## src/rtl/rx_pfc_pause.sv

```systemverilog
// Receive-side 802.3x / 802.1Qbb pause parser with per-class 16-bit quanta countdown.
// Latency: counts load on the tlast edge, rx_pause_active follows one edge later; no backpressure (AXIS has no tready).
module rx_pfc_pause #(
    parameter int NUM_CLASSES    = 8,
    parameter int PRESCALE_WIDTH = 8
) (
    input  logic                      clk,
    input  logic                      aresetn,
    input  logic [63:0]               tdata_i,
    input  logic [7:0]                tkeep_i,
    input  logic                      tvalid_i,
    input  logic                      tlast_i,
    input  logic                      tuser_i,
    output logic                      tuser_o,
    input  logic                      cfg_rx_pause_enable,
    input  logic                      cfg_pfc_mode,
    input  logic                      cfg_drop_ctrl,
    input  logic [PRESCALE_WIDTH-1:0] cfg_sub_quanta_count,
    output logic [NUM_CLASSES-1:0]    rx_pause_active
);

    localparam logic [2:0] S_IDLE = 3'd0;
    localparam logic [2:0] S_HDR  = 3'd1;
    localparam logic [2:0] S_B2   = 3'd2;
    localparam logic [2:0] S_B3   = 3'd3;
    localparam logic [2:0] S_B4   = 3'd4;
    localparam logic [2:0] S_WAIT = 3'd5;
    localparam logic [2:0] S_SKIP = 3'd6;

    logic [2:0]                state;
    logic                      pfc_q;
    logic                      op_ok_q;
    logic                      load_pend;
    logic [7:0]                en_q;
    logic [15:0]               time_q [8];
    logic [15:0]               count_q [NUM_CLASSES];
    logic [PRESCALE_WIDTH-1:0] sub_q;
    logic [PRESCALE_WIDTH-1:0] sub_last;
    logic [NUM_CLASSES-1:0]    cnt_nz;
    logic                      any_nz;
    logic                      tick;
    logic                      is_ctrl;
    logic                      load_fire;
    logic                      da_match;
    logic                      et_match;
    logic [15:0]               opcode;
    logic                      unused_keep;

    function automatic logic [15:0] be16(input logic [15:0] x);
        return {x[7:0], x[15:8]};
    endfunction

    assign unused_keep = ^tkeep_i;

    assign da_match = (tdata_i[47:0] == 48'h0100_00C2_8001);
    assign et_match = (tdata_i[47:32] == 16'h0888);
    assign opcode   = be16(tdata_i[63:48]);

    // A frame counts as control once its EtherType beat has matched, including that beat itself.
    assign is_ctrl = (state == S_B2) || (state == S_B3) || (state == S_B4) ||
                     (state == S_WAIT) || ((state == S_HDR) && et_match);

    assign tuser_o = tuser_i & ~(cfg_drop_ctrl & tvalid_i & tlast_i & is_ctrl);

    assign load_fire = tvalid_i & tlast_i & (state == S_WAIT) & load_pend &
                       tuser_i & cfg_rx_pause_enable;

    always_ff @(posedge clk or negedge aresetn) begin
        if (!aresetn) begin
            state     <= S_IDLE;
            pfc_q     <= 1'b0;
            op_ok_q   <= 1'b0;
            load_pend <= 1'b0;
            en_q      <= '0;
            for (int i = 0; i < 8; i++) time_q[i] <= '0;
        end else if (tvalid_i) begin
            if (tlast_i) begin
                state     <= S_IDLE;
                load_pend <= 1'b0;
            end else begin
                case (state)
                    S_IDLE: state <= da_match ? S_HDR : S_SKIP;
                    S_HDR: begin
                        if (et_match) begin
                            state     <= S_B2;
                            pfc_q     <= cfg_pfc_mode;
                            op_ok_q   <= cfg_pfc_mode ? (opcode == 16'h0101) : (opcode == 16'h0001);
                            load_pend <= 1'b0;
                        end else begin
                            state <= S_SKIP;
                        end
                    end
                    S_B2: begin
                        if (!op_ok_q) begin
                            state <= S_WAIT;
                        end else if (!pfc_q) begin
                            for (int i = 0; i < 8; i++) time_q[i] <= be16(tdata_i[15:0]);
                            en_q      <= 8'hFF;
                            load_pend <= 1'b1;
                            state     <= S_WAIT;
                        end else begin
                            en_q      <= tdata_i[15:8];
                            time_q[0] <= be16(tdata_i[31:16]);
                            time_q[1] <= be16(tdata_i[47:32]);
                            time_q[2] <= be16(tdata_i[63:48]);
                            state     <= S_B3;
                        end
                    end
                    S_B3: begin
                        time_q[3] <= be16(tdata_i[15:0]);
                        time_q[4] <= be16(tdata_i[31:16]);
                        time_q[5] <= be16(tdata_i[47:32]);
                        time_q[6] <= be16(tdata_i[63:48]);
                        state     <= S_B4;
                    end
                    S_B4: begin
                        time_q[7] <= be16(tdata_i[15:0]);
                        load_pend <= 1'b1;
                        state     <= S_WAIT;
                    end
                    S_WAIT, S_SKIP: state <= state;
                    default: state <= S_IDLE;
                endcase
            end
        end
    end

    always_comb begin
        cnt_nz = '0;
        for (int i = 0; i < NUM_CLASSES; i++) cnt_nz[i] = (count_q[i] != 16'd0);
    end

    assign any_nz   = |cnt_nz;
    // A programmed prescale of 0 behaves as 1, i.e. a tick every clock.
    assign sub_last = (cfg_sub_quanta_count == '0) ? '0
                    : cfg_sub_quanta_count - PRESCALE_WIDTH'(1);
    assign tick     = cfg_rx_pause_enable & any_nz & (sub_q == sub_last);

    always_ff @(posedge clk or negedge aresetn) begin
        if (!aresetn) begin
            sub_q           <= '0;
            rx_pause_active <= '0;
            for (int i = 0; i < NUM_CLASSES; i++) count_q[i] <= '0;
        end else begin
            if (!cfg_rx_pause_enable || !any_nz || tick) sub_q <= '0;
            else                                         sub_q <= sub_q + PRESCALE_WIDTH'(1);
            for (int i = 0; i < NUM_CLASSES; i++) begin
                if (!cfg_rx_pause_enable)          count_q[i] <= '0;
                else if (load_fire && en_q[i])     count_q[i] <= time_q[i];
                else if (tick && cnt_nz[i])        count_q[i] <= count_q[i] - 16'd1;
            end
            rx_pause_active <= cnt_nz;
        end
    end

endmodule

```

## config.mk

```make
export PLATFORM = sky130hd
export DESIGN_NAME = rx_pfc_pause
export DESIGN_NICKNAME = d
export VERILOG_FILES = /design/src/rtl/rx_pfc_pause.sv
export SDC_FILE = /design/constraint.sdc
export NUM_CORES = 1
export LEC_CHECK = 0
export ABC_AREA = 1
export ABC_CLOCK_PERIOD_IN_PS = 2850
export CAP_MARGIN = 20
export CORE_AREA = 4 4 228 230
export CTS_BUF_LIST = sky130_fd_sc_hd__clkbuf_8
export DETAILED_ROUTE_END_ITERATION = 7
export DIE_AREA = 0 0 232 234
export HOLD_SLACK_MARGIN = 0.08
export SYNTH_ARGS = -nofsm -noshare
export SYNTH_HDL_FRONTEND = slang
export SYNTH_SLANG_ARGS = --single-unit
```

## constraint.sdc

```tcl
create_clock -name clk -period 2.85 [get_ports clk]
set_input_delay 0.57 -clock clk [delete_from_list [all_inputs] [get_ports clk]]
set_output_delay 0.57 -clock clk [all_outputs]
set_load 0.02 [all_outputs]
```

==> results of run 1 <==
==> worst register-to-register path: stages, from the launching register on <==
cell and delay [ns]:
dfrtp_1 0.41, inv_1 0.12, ha_1 0.18, nand2_1 0.06, nor2_1 0.13, nand2_1 0.17, nor2_1 0.13, nand2_1 0.17
nor2_1 0.23, nor2_4 0.07, buf_12 0.15, buf_4 0.15, nand4_4 0.11, nand2_4 0.15, nand2_1 0.12, nand2_1 0.05
==> what timing repair did <==
item                                    4_1_cts  5_1_grt
endpoints found under the setup margin        1        2
hold buffers                                  1        0
resized for setup                             6        1
setup buffers                                 0        5
endpoints found under the hold margin        47        0
pin swaps                                     0        3
==> registers in the layout (all words and copies together), names as in the netlist <==
register         flops
count_q            128
sub_q                8
rx_pause_active      8
time_q             128
pfc_q                1
en_q                 8
state                3
load_pend            1
op_ok_q              1
==> metrics by stage <==
stage                     setup slack [ns]  hold WS, ns  utilization, %
after global placement              -0.363        0.462            39.2
after detailed placement            -0.356        0.458            39.2
after CTS                          0.00808        0.407            41.6
after global routing              -0.00449        0.440            41.7
after floorplan                      0.447        0.274               -
final                               0.0798        0.457            41.7
==> power by group through the flow <==
stage | clock network [uW] | logic (uW) | registers (uW)
2_1_floorplan | 0 | 4470 | 6110
3_3_place_gp | 0 | 5880 | 6370
3_5_place_dp | 0 | 5970 | 6390
4_1_cts | 4560 | 6010 | 6350
5_1_grt | 4730 | 6900 | 6540
6_report | 4450 | 6020 | 6390
==> metal layers <==
metal / wire (um) / GRT usage, %
met1: 25400 / 28.5
met2: 24700 / 31.7
met3: 3570 / 3.15
met4: 2250 / 8.48
met5: 12 / 0
==> cell type report <==
cell class / instances / area [um2] / area share (%)
multi-input cells: 1744 / 8760 / 42.1
flip-flops and latches: 286 / 7160 / 34.4
repair buffers: 200 / 1930 / 9.30
inverters: 249 / 935 / 4.50
clock buffers: 65 / 895 / 4.30
well taps: 672 / 841 / 4.04
clock inverters: 25 / 277 / 1.33
==> final timing paths <==
kind | from | to | slack [ns] | cells past startpoint
setup / recovery | tdata_i[36] | tuser_o | 0.08 | 9
hold / removal | aresetn | count_q[7]$_DFFE_PN0P_ | 0.46 | 2
hold reg to reg | time_q[17]$_DFFE_PN0P_ | time_q[17]$_DFFE_PN0P_ | 0.48 | 1
max in group asynchronous | aresetn | rx_pause_active[6]$_DFF_PN0_ | 1.62 | 3
setup reg to reg | count_q[64]$_DFFE_PN0P_ | count_q[98]$_DFFE_PN0P_ | 0.34 | 15
min in group clk | tdata_i[37] | time_q[109]$_DFFE_PN0P_ | 0.46 | 3
==> cell usage in the layout (no fill, tap or decap), types with 38 or more instances in the layout <==
master | Yosys | final
a31oi_1 | 51 | 51
o21ai_0 | 211 | 210
nand3_1 | 217 | 217
dfrtp_1 | 286 | 286
nand2_1 | 621 | 620
clkbuf_8 | 0 | 65
inv_1 | 232 | 240
buf_4 | 1 | 95
xnor2_1 | 38 | 38
nor2_1 | 263 | 262
a21oi_1 | 65 | 65
clkdlybuf4s50_1 | 0 | 84
==> kinds of logic after synthesis <==
kind of cell	Yosys count	share of synthesized area, %
DFF	286	41.5
adders and majority gates	18	1.31
muxes	26	1.70
xor gates and xnor gates	64	3.25
and+or+nand+nor	1229	31.1
buffers and inverters	341	7.85
AOI/OAI and AO/OA	407	13.3
==> impl_metrics.toml, run 1 <==
[outcome]
status = "completed"

[synth]
yosysWarningCount = 0
netlist.area_leader.share_pct = 41.5
yosysSeqAreaShare_pct = 41.5
ys_top_cells_by_area = "dfrtp_1 41%, nand2_1 14%, nand3_1 6.3%"
synthMostInstantiatedCell = "nand2_1"
async_flop_share_pct = 100
postSynth.topFlopCell = "dfrtp_1"
netlist.top_cell.by_area = "dfrtp_1"
synth_nets = 2477
synth_seq_cells = 286
synth_enable_flop_cells = 0
yosys-top-cells-count = "621 x nand2_1, 286 x dfrtp_1, 263 x nor2_1"
postSynthAreaPerCell_um2 = 7.28
synth_instances = 2371
synth_cell_type_count = 44
synthesis.area_mm2 = 0.0173

[clock_tree]
tritoncts = "done"
cts_num_sinks = 286
clock_path_buffers = 3
clock_insertion_delay_worst_skew_ns = 0.64
clkSlewWorstSetupHoldPaths_ns = 0.07
cts.root.buffer_cell = "clkbuf_8"
h-tree-depth = 2
cts_inserted_buffers = 50

[timing]
maxSlewHeadroom_pct = 33.2
timing.final.hold_violations = 0
tightestPinTransition_ns = 1.00
finalCriticalPeriod_ns = 2.77
timing.setup.tns_ns = 0
fmaxAchievable_mhz = 361
final.setup_skew_ns = 0.0262
setup_repair_after_global_routing_missed_its_margin = "true"
tcrit_tclk_final_pct = 97.2
drv_slew = 0
number_of_endpoints_failing_setup_at_the_final_stage = 0

[power]
comb_power_share_pct = 35.7
worst_ir_drop_vdd_uv = 346
power_uw = 16900
switch_pwr_uw = 6560
clockPowerShare_pct = 26.4
leakage_uw = 0.0107
power.internal_uw = 10300
pwr_density_cell_mw_per_mm2 = 811
share_seq_of_total_power_pct = 37.9
p_sw_share_pct = 38.9

[route]
vias = 16700
initialDrtViolationCount = 1382
routed_wire_length_per_instance_um = 17.3
routed_wl_um = 56000
first_pass_iters = 7
vias_per_cell = 5.14
detail_route.drc_violations = 0
postRouteAntennaNets = 0

[final_layout]
finish.cell_count_without_fillers = 3241
area_growth_syn_to_layout_pct = 20.5
final_area_mm2 = 0.0208
drive_above_1_share_pct = 10.9
net_count_of_the_finished_layout = 2637
fillers = 5155
antennaDiodeCount = 0

[placed_design]
placedInstanceArea_mm2 = 0.0196
numPortBuffers = 88
dpl.cell_count = 3145
detailedPlacementHpwl_um = 41700
globalplace.congestion = 0.927

[setup_path]
path_cells = "clkdlybuf4s50_1, inv_1, nand2_1, nor3_1, nand3_1, buf_4, o21ai_1, a41oi_1, buf_2"
criticalPathCategory = "in2out"
critPathArrivalTime_ns = 2.20
worstPathBufferInverterCount = 4
timing.critical_path.slowest_stage_cell = "clkdlybuf4s50_1"
critical_path.max_stage_delay_ns = 0.50
data_required_time_of_the_critical_path_ns = 2.28
worst_setup_end_kind = "primary output"
cp_top_family = "buffers and inverters"
start_kind = "input port"
worst-path-max-fanout = 2

[global_routing]
global_route.usage.total_pct = 20.4
largest_net_degree_at_the_start_of_global_routing = 114
overflow = 0
grt_antenna_before_repair = 1
grt_pass1_wl_um = 88200
first_global_vias = 15800

[die]
floorplan.io_pins = 97
die_area_mm2 = 0.0543
std_cell_rows = 82
core_area_mm2 = 0.0499
fp.dieW_um = 232
initial_core_util_pct = 34.6
fp.dieH_um = 234

[hold_path]
hold_class = "in2async"

[run]
cap_violations = 0
Power figures use the tool's default switching activity.
==> run 2: changes to the inputs <==
CORE_AREA = 4 4 183 185   (was 4 4 228 230)
DIE_AREA = 0 0 187 189   (was 0 0 232 234)
PLACE_DENSITY = 0.73   (was default)
SETUP_SLACK_MARGIN = 0.3   (was default)
==> run 2 against run 1 <==
  * Flip-flop and latch count did not move
  * Combinational power about the same
  * Hold slack worse by 0.050 ns
  * Cell area down 1.7%
  * Utilization increased by 22 points
  * Critical path depth is 2 lower
  * Fmax grew 8.5%
  * Critical endpoint unchanged
  * Largest cell class unchanged
  * Highest routed layer is now met4
==> impl_metrics.toml, run 2 (synthesis results as in run 1) <==
[global_routing]
first_global_vias = 15800
grt_pass1_wl_um = 85700
global_route.usage.total_pct = 30.0
grt_antenna_before_repair = 1
largest_net_degree_at_the_start_of_global_routing = 114
overflow = 0

[clock_tree]
clkSlewWorstSetupHoldPaths_ns = 0.06
h-tree-depth = 2
clock_path_buffers = 3
cts_inserted_buffers = 51
tritoncts = "done"
cts.root.buffer_cell = "clkbuf_8"
cts_num_sinks = 286
clock_insertion_delay_worst_skew_ns = 0.61

[power]
power.internal_uw = 10000
leakage_uw = 0.0107
comb_power_share_pct = 36.8
clockPowerShare_pct = 24.4
worst_ir_drop_vdd_uv = 566
share_seq_of_total_power_pct = 38.9
p_sw_share_pct = 39.3
pwr_density_cell_mw_per_mm2 = 805
switch_pwr_uw = 6460

[route]
first_pass_iters = 6
vias_per_cell = 5.63
postRouteAntennaNets = 0
detail_route.drc_violations = 0
routed_wire_length_per_instance_um = 17.9
routed_wl_um = 53500
initialDrtViolationCount = 1503
vias = 16800

[setup_path]
worst_setup_end_kind = "primary output"
regToRegStartpoint = "count_q[16]$_DFFE_PN0P_"
reg2reg_slack_ns = 0.46
start_kind = "input port"
worst-path-max-fanout = 2
r2r_end = "sub_q[5]$_DFF_PN0_"
data_required_time_of_the_critical_path_ns = 2.28
worst-r2r-cell-count = 14
criticalPathCategory = "in2out"
critPathArrivalTime_ns = 1.98

[placed_design]
place_worst_setup_slack_ns = -0.317
numPortBuffers = 88
globalplace.congestion = 0.989
detailedPlacementHpwl_um = 38700

[die]
fp.dieH_um = 189
fp.dieW_um = 187
floorplan.io_pins = 97
die_area_mm2 = 0.0353
std_cell_rows = 66
core_area_mm2 = 0.0320
initial_core_util_pct = 53.8

[final_layout]
fillers = 2881
area_growth_syn_to_layout_pct = 18.5
multi_input_logic_area_mm2 = 0.00881
drive_above_1_share_pct = 11.4
mostFrequentLayoutCells = "617 x nand2_1, 285 x dfrtp_1, 258 x nor2_1, 241 x inv_1, 216 x nand3_1"
net_count_of_the_finished_layout = 2641
largestRegisters = "count_q: 128 flops, time_q: 128 flops"
post_route_core_utilization_pct = 63.8
sequential_cell_area_mm2 = 0.00716
mostFrequentLayoutCell = "nand2_1"

[timing]
timing.final.hold_violations = 0
finalCriticalPeriod_ns = 2.55
setup_repair_after_global_routing_missed_its_margin = "true"
tcrit_tclk_final_pct = 89.6
drv_slew = 0
number_of_endpoints_failing_setup_at_the_final_stage = 0
final.setup_skew_ns = 0.0282
setup_ws_ns = 0.296
tightestPinTransition_ns = 0.825
maxSlewHeadroom_pct = 44.9
fmaxAchievable_mhz = 392

[hold_path]
hold_class = "in2reg"
min_delay_worst_endpoint = "time_q[96]$_DFFE_PN0P_"
hold_path_startpoint = "tdata_i[40]"
timing.hold.worst_path_depth = 4

[outcome]
status = "completed"

[run]
cap_violations = 0
[run 2: changes by cell type in the layout (fill, tap and decap cells not counted), sizes merged, moves of 2 or more]
| cell | delta |
|---|---|
| inv | +5 |
| clkdlybuf4s50 | -13 |
| dlygate4sd2 | +9 |
| clkbuf | -2 |
| bufinv | -3 |
| dlymetal6s2s | +4 |
| clkinvlp | -3 |
| buf | +3 |
[run 2: timing repair]
item                                    CTS  global route
pin swaps                                 7             7
resized for setup                        26            15
buffers inserted                         18             3
endpoints found under the hold margin    79             0
endpoints found under the setup margin   18            41
hold buffers                              1             0
[run 2: worst max path at each step]
stage	from	end	slack, ns	cells after the start
2_1_floorplan	cfg_sub_quanta_count[0]	count_q[21]$_DFFE_PN0P_	0.45	14
3_3_place_gp	tdata_i[36]	tuser_o	-0.30	9
3_5_place_dp	tdata_i[36]	tuser_o	-0.32	9
4_1_cts	tdata_i[40]	tuser_o	0.28	9
5_1_grt	tdata_i[45]	tuser_o	0.25	9
6_report	tdata_i[34]	tuser_o	0.30	7
[run 2: power by group through the flow]
| stage | clock network, uW | logic (uW) | registers [uW] |
|---|---|---|---|
| 2_1_floorplan | 0 | 4470 | 6110 |
| 3_3_place_gp | 0 | 5790 | 6380 |
| 3_5_place_dp | 0 | 5930 | 6390 |
| 4_1_cts | 4110 | 6010 | 6360 |
| 5_1_grt | 4290 | 6940 | 6560 |
| 6_report | 4010 | 6050 | 6400 |
[run 2: layout make-up]
cell class / count / area share [%]
Timing Repair Buffer: 203 / 9.69
Antenna cell: 1 / 0.0122
Multi-Input combinational cell: 1744 / 43.1
Sequential cell: 286 / 35.0
Tap cell: 408 / 2.50
Clock buffer: 63 / 4.24
Inverter: 249 / 4.57
Clock inverter: 25 / 0.893
[run 2: metal layers]
| layer | vias up | global-route usage, % | routed length [um] |
|---|---|---|---|
| li1 | 8132 | - | - |
| met1 | 7891 | 42.7 | 23900 |
| met2 | 599 | 46.1 | 23700 |
| met3 | 151 | 3.74 | 3260 |
| met4 | 0 | 13.8 | 2590 |
| met5 | - | 0 | 0 |
[run 2: metrics by stage]
stage	instances	setup TNS [ns]	total power, uW	area [um2]	hold WS (ns)
CTS	2975	0	16500	20400	0.370
global placement	2868	-5.50	12200	19200	0.459
finish	2979	0	16500	20400	0.407
detailed placement	2868	-14.95	12300	19200	0.468
global route	2979	0	17800	20400	0.405
floorplan	2371	0	10600	17300	0.274
[run 2: critical path: stages]
cell and delay, ns:
clkdlybuf4s50_1 0.49, nor3_2 0.23, nand3_2 0.14, o21ai_2 0.15, buf_4 0.14, a41oi_2 0.10
buf_4 0.17
==> run 3: changes to the inputs <==
ABC_CLOCK_PERIOD_IN_PS = 3300   (was 2850)
clock period = 3.3 ns   (was 2.85 ns; I/O delays follow)
==> run 3 against run 2 <==
  * Sequential power fell by 13%
  * Utilization down 1.5 points
  * Clock skew decreased by 0.0032 ns
  * Critical endpoint unchanged
==> impl_metrics.toml, run 3 (synthesis results as in run 1) <==
[global_routing]
global_route.usage.total_pct = 29.7
grt_antenna_before_repair = 0
overflow = 0
largest_net_degree_at_the_start_of_global_routing = 114
grt_pass1_wl_um = 84500
first_global_vias = 15300

[clock_tree]
cts.root.buffer_cell = "clkbuf_8"
clock_insertion_delay_worst_skew_ns = 0.62
tritoncts = "done"
clkSlewWorstSetupHoldPaths_ns = 0.06
cts_inserted_buffers = 53
clock_path_buffers = 3
h-tree-depth = 2
cts_num_sinks = 286

[setup_path]
worstSetupStartpoint = "tdata_i[47]"
criticalPathCategory = "in2out"
regToRegStartpoint = "count_q[16]$_DFFE_PN0P_"
worst_setup_end_kind = "primary output"
worst-path-max-fanout = 2
start_kind = "input port"
r2r_end = "count_q[70]$_DFFE_PN0P_"
data_required_time_of_the_critical_path_ns = 2.64
critPathCapture = "tuser_o"
worst-r2r-cell-count = 13
reg2reg_slack_ns = 0.63
critPathArrivalTime_ns = 2.18

[timing]
finalCriticalPeriod_ns = 2.84
number_of_endpoints_failing_setup_at_the_final_stage = 0
tcrit_tclk_final_pct = 86.0
drv_slew = 0
fmaxAchievable_mhz = 352
maxSlewHeadroom_pct = 29.2
setup_repair_after_global_routing_missed_its_margin = "false"
timing.final.hold_violations = 0
final.setup_skew_ns = 0.0250
tightestPinTransition_ns = 1.06
timing.setup.tns_ns = 0

[die]
floorplan.io_pins = 97
fp.dieH_um = 189
core_area_mm2 = 0.0320
initial_core_util_pct = 53.8
fp.dieW_um = 187
die_area_mm2 = 0.0353
std_cell_rows = 66

[final_layout]
drive_above_1_share_pct = 9.04
net_count_of_the_finished_layout = 2587
largestRegisters = "count_q: 128 flops, time_q: 128 flops"
mostFrequentLayoutCell = "nand2_1"
mostFrequentLayoutCells = "620 x nand2_1, 286 x dfrtp_1, 262 x nor2_1, 247 x inv_1, 216 x nand3_1"
antennaDiodeCount = 0
area_growth_syn_to_layout_pct = 15.7
post_route_core_utilization_pct = 62.3

[placed_design]
detailedPlacementHpwl_um = 38600
numPortBuffers = 88
globalplace.congestion = 0.981

[power]
leakage_uw = 0.0104
share_seq_of_total_power_pct = 38.5
pwr_density_cell_mw_per_mm2 = 720
worst_ir_drop_vdd_uv = 449
power_uw = 14400
comb_power_share_pct = 35.7
switch_pwr_uw = 5610
p_sw_share_pct = 39.0
power.internal_uw = 8760
clockPowerShare_pct = 25.7

[route]
initialDrtViolationCount = 1450
routed_wire_length_per_instance_um = 18.2
postRouteAntennaNets = 0
first_pass_iters = 5
routed_wl_um = 53300
vias_per_cell = 5.61
detail_route.drc_violations = 0
vias = 16400

[run]
cap_violations = 0

[hold_path]
hold_class = "reg2reg"

[outcome]
status = "completed"
-- run 3: cell count changes in the layout (fill, tap and decap cells not counted), sizes merged, moves of 4 or more --
cell and change:
dlygate4sd2 -8, clkbuf +4, clkdlybuf4s50 +12, dlymetal6s2s -4, buf -56
-- run 3: metal layers --
| layer | part of all wire (%) | wire length, um | GRT usage, % | vias to the layer above |
|---|---|---|---|---|
| met5 | 0 | 0 | 0 | - |
| met1 | 46 | 24500 | 42.6 | 7697 |
| li1 | - | - | - | 8031 |
| met3 | 5.9 | 3130 | 4.19 | 123 |
| met2 | 44 | 23600 | 45.9 | 589 |
| met4 | 3.9 | 2100 | 12.2 | 0 |
-- run 3: worst max-delay path, cell delays in order --
cell and delay [ns]:
clkdlybuf4s50_1 0.46, inv_1 0.11, nand4_1 0.12, nor2_1 0.15, nand3_2 0.13, o21ai_1 0.15
buf_4 0.14, a41oi_1 0.08, buf_2 0.17
-- run 3: how the worst min path moves through the flow --
stage                           startpoint                       to  slack, ns  cells past startpoint
floorplan                          aresetn   count_q[0]$_DFFE_PN0P_       0.36                      0
global placement    time_q[17]$_DFFE_PN0P_   time_q[17]$_DFFE_PN0P_       0.46                      1
detailed placement  time_q[27]$_DFFE_PN0P_   time_q[27]$_DFFE_PN0P_       0.46                      1
CTS                            tdata_i[36]  time_q[108]$_DFFE_PN0P_       0.48                      3
global route        time_q[75]$_DFFE_PN0P_   time_q[75]$_DFFE_PN0P_       0.51                      2
finish              time_q[75]$_DFFE_PN0P_   time_q[75]$_DFFE_PN0P_       0.48                      2
-- run 3: power by group through the flow --
| stage | combinational, uW | sequential (uW) | clock, uW |
|---|---|---|---|
| 2_1_floorplan | 3860 | 5280 | 0 |
| 5_1_grt | 5860 | 5660 | 3940 |
| 4_1_cts | 5110 | 5500 | 3780 |
| 6_report | 5140 | 5540 | 3700 |
| 3_3_place_gp | 4980 | 5510 | 0 |
| 3_5_place_dp | 5080 | 5520 | 0 |
-- run 3: repair_timing --
action	CTS	global route
pin swaps	1	2
hold endpoints to repair	67	0
resized for setup	7	3
setup buffers	0	1
gates cloned	0	0
hold buffers	1	0
setup endpoints to repair	1	1
-- run 3: per-stage QoR --
stage / worst slack [ns] / instances / hold slack [ns] / cell area, um2
2_1_floorplan: 0.807 / 2371 / 0.364 / 17300
3_3_place_gp: -0.0375 / 2832 / 0.462 / 18800
3_5_place_dp: 0.000680 / 2832 / 0.465 / 18800
4_1_cts: 0.312 / 2928 / 0.482 / 19900
5_1_grt: 0.393 / 2929 / 0.506 / 20000
6_report: 0.461 / 2929 / 0.482 / 20000
-- run 3: area by class of cell --
class / instances / area (um2)
Fill cell: 3011 / 12100
Tap cell: 408 / 510
Timing Repair Buffer: 147 / 1450
Multi-Input combinational cell: 1744 / 8770
Inverter: 249 / 935
Clock buffer: 67 / 922
Clock inverter: 28 / 221
Sequential cell: 286 / 7160
